## config.mk

```make
export PLATFORM = sky130hd
export DESIGN_NAME = hms_timer
export DESIGN_NICKNAME = d
export VERILOG_FILES = /design/src/rtl/hms_pkg.sv /design/src/rtl/bcd_digit_cnt.sv /design/src/rtl/hms_timer.sv
export SDC_FILE = /design/constraint.sdc
export NUM_CORES = 1
export LEC_CHECK = 0
export CAP_MARGIN = 20
export CORE_UTILIZATION = 50
export CTS_BUF_LIST = sky130_fd_sc_hd__clkbuf_16
export DETAILED_ROUTE_END_ITERATION = 7
export PLACE_DENSITY = 0.88
export SLEW_MARGIN = 30
export SYNTH_ARGS = -nofsm -noshare
export SYNTH_HDL_FRONTEND = slang
export SYNTH_HIERARCHICAL = 1
export SYNTH_SLANG_ARGS = --single-unit
```

## constraint.sdc

```tcl
create_clock -name clk -period 5.2 [get_ports clk]
set_input_delay 1.56 -clock clk [delete_from_list [all_inputs] [get_ports clk]]
set_output_delay 1.56 -clock clk [all_outputs]
set_load 0.02 [all_outputs]
```

## src/rtl/hms_pkg.sv

```systemverilog
// hms_pkg: shared types, digit limits and load validation for hms_timer.
package hms_pkg;
  localparam int UNITS_W = 4;
  localparam int TENS_W = 3;
  localparam int HT_W = 2;
  localparam int UNITS_MAX = 9;
  localparam int TENS_MAX = 5;
  typedef struct packed {
    logic [HT_W-1:0] h_tens;
    logic [UNITS_W-1:0] h_units;
    logic [TENS_W-1:0] m_tens;
    logic [UNITS_W-1:0] m_units;
    logic [TENS_W-1:0] s_tens;
    logic [UNITS_W-1:0] s_units;
  } time_bcd_t;
  typedef enum logic [1:0] {STOP, RUN, EXPIRED} state_t;
  function automatic logic time_valid(time_bcd_t t, int hour_mod);
    return int'(t.s_units) <= UNITS_MAX && int'(t.s_tens) <= TENS_MAX &&
           int'(t.m_units) <= UNITS_MAX && int'(t.m_tens) <= TENS_MAX &&
           int'(t.h_units) <= UNITS_MAX &&
           int'(t.h_tens) * 10 + int'(t.h_units) < hour_mod;
  endfunction
endpackage

```

## src/rtl/bcd_digit_cnt.sv

```systemverilog
// bcd_digit_cnt: one up/down BCD digit with load and an optional run-time limit override.
module bcd_digit_cnt #(
  parameter int WIDTH = 4,
  parameter int MAX = 9
) (
  input  logic             clk,
  input  logic             reset,
  input  logic             step,
  input  logic             down,
  input  logic             load,
  input  logic [WIDTH-1:0] load_val,
  input  logic             lim_en,
  input  logic [WIDTH-1:0] lim,
  output logic [WIDTH-1:0] q,
  output logic [WIDTH-1:0] nxt,
  output logic             carry
);
  logic [WIDTH-1:0] top;
  assign top = lim_en ? lim : WIDTH'(MAX);
  assign carry = step & (down ? q == '0 : q == top);
  always_comb
    nxt = load ? load_val : !step ? q :
          down ? (q == '0 ? top : q - 1'b1) : (q == top ? '0 : q + 1'b1);
  always_ff @(posedge clk or negedge reset)
    if (!reset) q <= '0;
    else q <= nxt;
endmodule

```

## src/rtl/hms_timer.sv

```systemverilog
// hms_timer: HH:MM:SS BCD up/down timer with tick prescaler, run/stop, validated load.
// Optional alarm compare output is enabled with `define HMS_TIMER_ALARM_EN.
module hms_timer
  import hms_pkg::*;
#(
  parameter int HOUR_MOD = 24,
  parameter int PRESCALE = 1
) (
  input  logic        clk,
  input  logic        reset,
  input  logic        tick_en,
  input  logic        run,
  input  logic        down,
  input  logic        load_valid,
  input  logic [19:0] load_time,
`ifdef HMS_TIMER_ALARM_EN
  input  logic [19:0] alarm_time,
  output logic        alarm,
`endif
  output logic        load_ready,
  output logic        load_err,
  output logic [19:0] time_bcd,
  output logic        rollover,
  output logic        expired
);
  localparam int PW = PRESCALE > 1 ? $clog2(PRESCALE) : 1;
  localparam logic [PW-1:0] PRE_LAST = PW'(PRESCALE - 1);
  localparam int HT_MAX = (HOUR_MOD - 1) / 10;
  localparam logic [UNITS_W-1:0] HU_LIM = UNITS_W'((HOUR_MOD - 1) % 10);
  state_t state, state_nxt;
  logic [PW-1:0] pre;
  time_bcd_t t, nx, lt;
  logic [5:0] c;
  logic accept, ld, zero, do_step;
  assign lt = load_time;
  assign accept = load_valid & load_ready;
  assign ld = accept & time_valid(lt, HOUR_MOD);
  assign zero = t == '0;
  assign do_step = state == RUN & tick_en & pre == PRE_LAST & ~accept & ~(down & zero);
  assign time_bcd = t;
  bcd_digit_cnt #(.WIDTH(UNITS_W), .MAX(UNITS_MAX)) u_su (.clk(clk), .reset(reset), .step(do_step), .down(down),
    .load(ld), .load_val(lt.s_units), .lim_en(1'b0), .lim('0), .q(t.s_units), .nxt(nx.s_units), .carry(c[0]));
  bcd_digit_cnt #(.WIDTH(TENS_W), .MAX(TENS_MAX)) u_st (.clk(clk), .reset(reset), .step(c[0]), .down(down),
    .load(ld), .load_val(lt.s_tens), .lim_en(1'b0), .lim('0), .q(t.s_tens), .nxt(nx.s_tens), .carry(c[1]));
  bcd_digit_cnt #(.WIDTH(UNITS_W), .MAX(UNITS_MAX)) u_mu (.clk(clk), .reset(reset), .step(c[1]), .down(down),
    .load(ld), .load_val(lt.m_units), .lim_en(1'b0), .lim('0), .q(t.m_units), .nxt(nx.m_units), .carry(c[2]));
  bcd_digit_cnt #(.WIDTH(TENS_W), .MAX(TENS_MAX)) u_mt (.clk(clk), .reset(reset), .step(c[2]), .down(down),
    .load(ld), .load_val(lt.m_tens), .lim_en(1'b0), .lim('0), .q(t.m_tens), .nxt(nx.m_tens), .carry(c[3]));
  // Down-count borrows into hour units always decrement h_tens, so the short limit applies only counting up.
  bcd_digit_cnt #(.WIDTH(UNITS_W), .MAX(UNITS_MAX)) u_hu (.clk(clk), .reset(reset), .step(c[3]), .down(down),
    .load(ld), .load_val(lt.h_units), .lim_en(~down & int'(t.h_tens) == HT_MAX), .lim(HU_LIM),
    .q(t.h_units), .nxt(nx.h_units), .carry(c[4]));
  bcd_digit_cnt #(.WIDTH(HT_W), .MAX(HT_MAX)) u_ht (.clk(clk), .reset(reset), .step(c[4]), .down(down),
    .load(ld), .load_val(lt.h_tens), .lim_en(1'b0), .lim('0), .q(t.h_tens), .nxt(nx.h_tens), .carry(c[5]));
  always_comb
    state_nxt = accept ? STOP :
                state == STOP ? (run ? (down && zero ? EXPIRED : RUN) : STOP) :
                !run ? STOP :
                do_step && down && nx == '0 ? EXPIRED : state;
  always_ff @(posedge clk or negedge reset)
    if (!reset) begin
      state <= STOP;
      pre <= '0;
      load_ready <= 1'b0;
      load_err <= 1'b0;
      rollover <= 1'b0;
      expired <= 1'b0;
    end else begin
      state <= state_nxt;
      pre <= (accept || state != RUN) ? '0 : tick_en ? (pre == PRE_LAST ? '0 : pre + 1'b1) : pre;
      load_ready <= ~accept;
      load_err <= accept & ~time_valid(lt, HOUR_MOD);
      rollover <= c[5] & ~down;
      expired <= state_nxt == EXPIRED;
    end
`ifdef HMS_TIMER_ALARM_EN
  always_ff @(posedge clk or negedge reset)
    if (!reset) alarm <= 1'b0;
    else alarm <= do_step & (nx == alarm_time);
`endif
endmodule

```

Word-level counts from Yosys, hierarchy flattened --
Index checks and enable logic that the tools add are counted.
Word-level totals: flip-flop bits (word level) 27, input port bits 26, output and inout port bits 24, word-level logic and storage cells 129
Cells by class: add/sub/neg operators 14, multiply operators 1, magnitude comparators 6, eq/ne operators 10, muxes and demuxes 46, bitwise logic cells 21, reductions and logical operators 19
Operators with widths (number):
- two-way mux 4 bit | 16
- zero test 20 bit | 2
- two-way mux 3 bit | 10
- two-way mux 2 bit | 11
- AND 1 bit | 16
- adder 4 x 1 -> 4 bit (second input constant) | 3
- <= comparator 4 bit (second input constant) | 3
- zero test 4 bit | 3
- subtractor 4 x 1 -> 4 bit (second input constant) | 3
- two-way mux 1 bit | 9
- equality test 4 bit (second input constant) | 2
- logical AND 1 bit | 8
- adder 6 x 4 -> 7 bit | 1
- less-than comparator 7 x 5 -> 1 bit (second input constant) | 1
- adder 3 x 1 -> 3 bit (second input constant) | 2
- equality test 2 bit (second input constant) | 3
- equality test 3 bit (second input constant) | 2
- <= comparator 3 bit (second input constant) | 2
- zero test 3 bit | 2
- subtractor 3 x 1 -> 3 bit (second input constant) | 2
- multiplier 2 x 3 -> 5 bit (second input constant) | 1
- NOT 1 bit | 5
- equality test 4 bit | 1
- zero test 2 bit | 2
- other kinds (7) | 7

Longest topological paths before layout --
depth in word-level cells 19, depth in mapped cells 24, gate-level depth less buffers 21

Hierarchy --
The synthesis kept the hierarchy.
By module, submodules not included:
- bcd_digit_cnt (u_hu ...) | times used 3, cells each 70, area each 508.0 µm², sequential area each 100.1 µm²
- bcd_digit_cnt (u_mt ...) | times used 2, cells each 48, area each 382.9 µm², sequential area each 75.1 µm²
- hms_timer | times used 1, cells each 52, area each 479.2 µm², sequential area each 150.1 µm²
- bcd_digit_cnt (u_ht) | times used 1, cells each 35, area each 275.3 µm², sequential area each 50.0 µm²

Least setup slack after synthesis --
Ideal clock, no wire load.
path kind input -> register, start in load_valid, end reg state[0], library setup time 0.127 ns, data arrival time 5.609 ns, data required time 5.073 ns, path slack -0.535 ns, stages on the path 23, buffers on the path 3, path through nand2_1 > and4b_1 > o21a_1 > clkbuf_1 > o21ai_0 > nor3_1 > inv_1 > a21oi_1 > clkbuf_1 > o21ai_0 > nor3_1 > inv_1 > a21oi_1 > clkbuf_1 > o21ai_0 > nor3_1 > inv_1 > a221oi_2 > o31ai_2 > nor4_1 > and4_1 > o2111ai_2 > nor3b_1
RTL lines:
- from (decl) | RTL line hms_timer.sv:14 | input logic load_valid,
- to (signal assigned) | RTL line hms_timer.sv:69 | state <= state_nxt;
- to (decl) | RTL line hms_timer.sv:30 | state_t state, state_nxt;

==> run_results.csv <==
group,metric,value,unit
hold_path,hold_path.class,"reg -> reg",
power,vdd_drop_max,217.0,uV
critical_path,worst_setup_path_endpoint,"state[0]",
critical_path,timing.critical_path.fanout_max,10,
critical_path,crit_path_start_kind,"input pin",
floorplanning,dieWidth,80.03,um
logic_synthesis,syn_area_per_cell,7.746,um^2
clock_network,worst_skew_pair.late_latency,260,ps
layout,final_util,71.73,%
critical_path,capture_instance_of_the_worst_register_to_register_path,"state[0]",
power,power.static_leakage,1.750,nW
timing,clock.fmax,203.9,MHz
timing,timing_hold_violations_final,0,
route,num_vias,3553,
critical_path,crit_cells,15,
layout,final_cell_count_no_fill,620,
route,drtPass1Iterations,5,
timing,timing_worst_slew_pin_value,692.3,ps
clock_network,max_root_sink_buffers,2,
global_route,grt_start_max_net_pins,32,
power,clock_power_share,17.1,%
critical_path,crit_path_end_kind,"flop",
critical_path,worst_r2r_path_depth,21,
critical_path,critical_path_start_end_classification,"in -> reg",
logic_synthesis,post_synth_instance_area,3044,um^2
logic_synthesis,post_synth_num_cell_types,64,
clock_network,clock_tree_from_tritoncts,"done",
global_route,global_route_wire_length_before_repair,14480,um
layout,drive_gt1_share,11.38,%
route,drt_initial_violations,522,
logic_synthesis,synth-edff-count,0,
timing,rsz0062_at_grt,"no",
clock_network,numClockSinks,26,
timing,period_minus_slack,4905,ps
critical_path,r2r-start,"u_su/q[0]",
timing,relSlewSlack,53.54,%
power,power.share.sequential,28.5,%
critical_path,startpoint,"load_time[16]",
logic_synthesis,synth_cells,393,
run_status,run_status,"finished clean",
critical_path,worst_ep_required_time,5350,ps
power,power.share.combinational,54.4,%
timing,final_max_slew_viol_count,0,
global_route,number_of_global_route_vias_before_repair,3181,
floorplanning,design.core.area,5886,um^2
timing,worst_clock_skew,5.737,ps
layout,antennaDiodeCount,0,
timing,final_critical_path_setup_slack,294.9,ps
flow_run,timing.max_cap.violations,0,
clock_network,cts_buffers,3,
placed_design,hpwl,6840,um
floorplanning,dieArea,6404,um^2
logic_synthesis,ys_ff_latch,26,
placed_design,dpl_ws,-219.8,ps
placed_design,io_buffers,49,
clock_network,path_clk_slew,70,ps
route,via_per_inst,5.731,
logic_synthesis,sequential_element_share_of_the_synthesized_area,21.37,%
global_route,grtUsageTotal,28.63,%
clock_network,hold_buffers,0,
layout,filler_cell_count,449,
logic_synthesis,top_ff_cell_synth,"sky130_fd_sc_hd__dfrtp_1",
critical_path,slowest_stage,"sky130_fd_sc_hd__clkdlybuf4s50_1",
power,p_switching,0.0005958,W
critical_path,ff2ff_setup_slack,970,ps
critical_path,max_stage_delay,450,ps
timing,setup_viols_final,0,
logic_synthesis,async_flop_share,100.0,%
clock_network,clk_root_buffer_cell,"sky130_fd_sc_hd__clkbuf_16",
floorplanning,start_util,51.72,%
critical_path,cp.buffers_inverters,3,
floorplanning,chipHeight,80.03,um
route,ant_nets,0,
placed_design,gp_congestion,0.9382,
critical_path,data_arrival_time_of_the_critical_path,5050,ps
layout,syn_to_final_growth,38.68,%
global_route,antenna_found_initial,0,
floorplanning,floorplan.io_pins,50,
clock_network,cts-htree-levels,1,
floorplanning,placement_rows,28,
global_route,gr-total-overflow,0,
layout,nets,588,
power,p_int,0.0007321,W
placed_design,post-place-cells,615,
route,post_drt_wl_per_cell,14.54,um
timing,timing.final.crit_share,94.33,%
logic_synthesis,synth.yosys.warnings,6,
critical_path,cp_cell_sequence,"clkdlybuf4s50_1 -> ha_1 -> a31oi_1 -> mux2_2 -> a21oi_1 -> nor2b_2 -> buf_4 -> inv_1 -> nand3_1 -> a311o_1 -> o311ai_2 -> nor4_1 -> and4_1 -> o2111ai_2 -> nor3b_1",
route,routed_wirelength,9017,um
critical_path,critical-path-top-delay-family,"simple AND/OR/NAND/NOR gates",
power,netSwitchingFraction,44.87,%
power,cellPowerDensity,314.5,nW/um^2
route,drc,0,
worst register-to-register path: cells and delay by family (launching register included):
| family | cells | cell delay (ps) |
|---|---|---|
| compound gates | 7 | 850 |
| fa+ha+maj | 1 | 250 |
| buf+inv | 5 | 650 |
| flops | 1 | 500 |
| simple gates | 8 | 1870 |
per-layer routing:
layer  global-route usage, %  share of wire [%]
met5                       0                  0
met4                   9.107                2.4
met3                   5.143                7.7
met2                   49.49                 49
met1                   35.81                 41
area by class of cell:
cell class,instances,area [um^2],share of cell area (%)
Timing Repair Buffer,73,688.2,16.30
Sequential cell,26,650.6,15.41
Clock buffer,3,75.07,1.778
Inverter,34,127.6,3.023
Tap cell,75,93.84,2.223
Multi-Input combinational cell,408,2556,60.55
Clock inverter,1,30.03,0.7113
logic make-up (layout without fill, tap and decap cells):
| kind of cell | count (synthesis) | in the layout | share of synthesized area [%] |
|---|---|---|---|
| and+or+nand+nor | 153 | 153 | 28.85 |
| AOI/OAI and AO/OA | 122 | 122 | 28.24 |
| buffers and inverters | 50 | 111 | 7.398 |
| DFF | 26 | 26 | 21.37 |
| xor gates and xnor gates | 17 | 17 | 4.891 |
| adders and majority gates | 16 | 16 | 6.576 |
| muxes | 7 | 7 | 2.425 |
| other | 2 | 93 | 0.2467 |
state kept, by name, summed over array words and instances, names as in the netlist:
| name | cells |
|---|---|
| load_ready | 1 |
| u_st/q | 3 |
| u_hu/q | 4 |
| load_err | 1 |
| expired | 1 |
| u_mt/q | 3 |
| state | 2 |
| u_mu/q | 4 |
| rollover | 1 |
| u_su/q | 4 |
| u_ht/q | 2 |
worst min path at each step:
stage          cells after the start  slack [ps]  endpoint  startpoint
2_1_floorplan                      3         540  state[0]    state[1]
3_3_place_gp                       3         580  state[0]    state[1]
3_5_place_dp                       3         590  state[0]    state[1]
4_1_cts                            3         620  state[0]    state[1]
5_1_grt                            2         680   expired    state[1]
6_report                           3         630  state[0]    state[1]
power by group through the flow:
stage	Combinational (W)	Sequential [W]	Clock [W]
final	0.000722	0.000379	0.000227
after floorplan	0.000456	0.000383	0
after CTS	0.000700	0.000376	0.000228
after global routing	0.000787	0.000392	0.000239
after detailed placement	0.000693	0.000380	0
after global placement	0.000669	0.000377	0
cell usage in the layout (no fill, tap or decap), types with 4 or more instances in the layout:
| cell | n |
|---|---|
| sky130_fd_sc_hd__a21oi_1 | 13 |
| sky130_fd_sc_hd__a21oi_2 | 4 |
| sky130_fd_sc_hd__a221oi_1 | 6 |
| sky130_fd_sc_hd__a31oi_1 | 4 |
| sky130_fd_sc_hd__and2b_1 | 4 |
| sky130_fd_sc_hd__buf_4 | 23 |
| sky130_fd_sc_hd__clkdlybuf4s50_1 | 47 |
| sky130_fd_sc_hd__conb_1 | 93 |
| sky130_fd_sc_hd__dfrtp_1 | 26 |
| sky130_fd_sc_hd__ha_1 | 16 |
| sky130_fd_sc_hd__inv_1 | 34 |
| sky130_fd_sc_hd__mux2i_1 | 4 |
| sky130_fd_sc_hd__nand2_1 | 23 |
| sky130_fd_sc_hd__nand2b_1 | 6 |
| sky130_fd_sc_hd__nand3_1 | 17 |
| sky130_fd_sc_hd__nand3b_1 | 7 |
| sky130_fd_sc_hd__nand4_1 | 8 |
| sky130_fd_sc_hd__nor2_1 | 26 |
| sky130_fd_sc_hd__nor2_2 | 4 |
| sky130_fd_sc_hd__nor2b_1 | 7 |
| sky130_fd_sc_hd__nor3_1 | 4 |
| sky130_fd_sc_hd__nor3_2 | 4 |
| sky130_fd_sc_hd__nor3b_1 | 10 |
| sky130_fd_sc_hd__nor4_1 | 9 |
| sky130_fd_sc_hd__o21ai_0 | 26 |
| sky130_fd_sc_hd__o21ai_1 | 15 |
| sky130_fd_sc_hd__o311ai_0 | 6 |
| sky130_fd_sc_hd__o31ai_1 | 11 |
| sky130_fd_sc_hd__or3_1 | 5 |
| sky130_fd_sc_hd__xnor2_1 | 9 |
| sky130_fd_sc_hd__xor2_1 | 8 |
cells in the mapped netlist, types with 9 or more instances:
| library cell | n | share of area (%) |
|---|---|---|
| sky130_fd_sc_hd__o21ai_0 | 30 | 4.9 |
| sky130_fd_sc_hd__nand2_1 | 24 | 3.0 |
| sky130_fd_sc_hd__o21ai_1 | 12 | 2.0 |
| sky130_fd_sc_hd__inv_1 | 34 | 4.2 |
| sky130_fd_sc_hd__dfrtp_1 | 26 | 21 |
| sky130_fd_sc_hd__nor3b_1 | 10 | 2.5 |
| sky130_fd_sc_hd__a21oi_1 | 15 | 2.5 |
| sky130_fd_sc_hd__nor2_1 | 27 | 3.3 |
| sky130_fd_sc_hd__nor4_1 | 10 | 2.1 |
| sky130_fd_sc_hd__xnor2_1 | 9 | 2.6 |
| sky130_fd_sc_hd__ha_1 | 16 | 6.6 |
| sky130_fd_sc_hd__nand3_1 | 17 | 2.8 |
| sky130_fd_sc_hd__o31ai_1 | 11 | 2.7 |
through the flow:
step / hold slack [ps] / TNS, ps / instance area (um^2) / power [W]
after global placement: 584.8 / 0 / 4073 / 0.001046
after CTS: 621.3 / 0 / 4178 / 0.001303
final: 633.1 / 0 / 4222 / 0.001328
after floorplan: 543.2 / 0 / 3416 / 0.0008391
after detailed placement: 592.3 / -638.8 / 4073 / 0.001073
after global routing: 679.6 / 0 / 4222 / 0.001418
timing repair:
action	4_1_cts	5_1_grt
buffers inserted	0	1
gates resized for setup	0	12
endpoints found under the setup margin	0	3
Power figures use the tool's default switching activity.
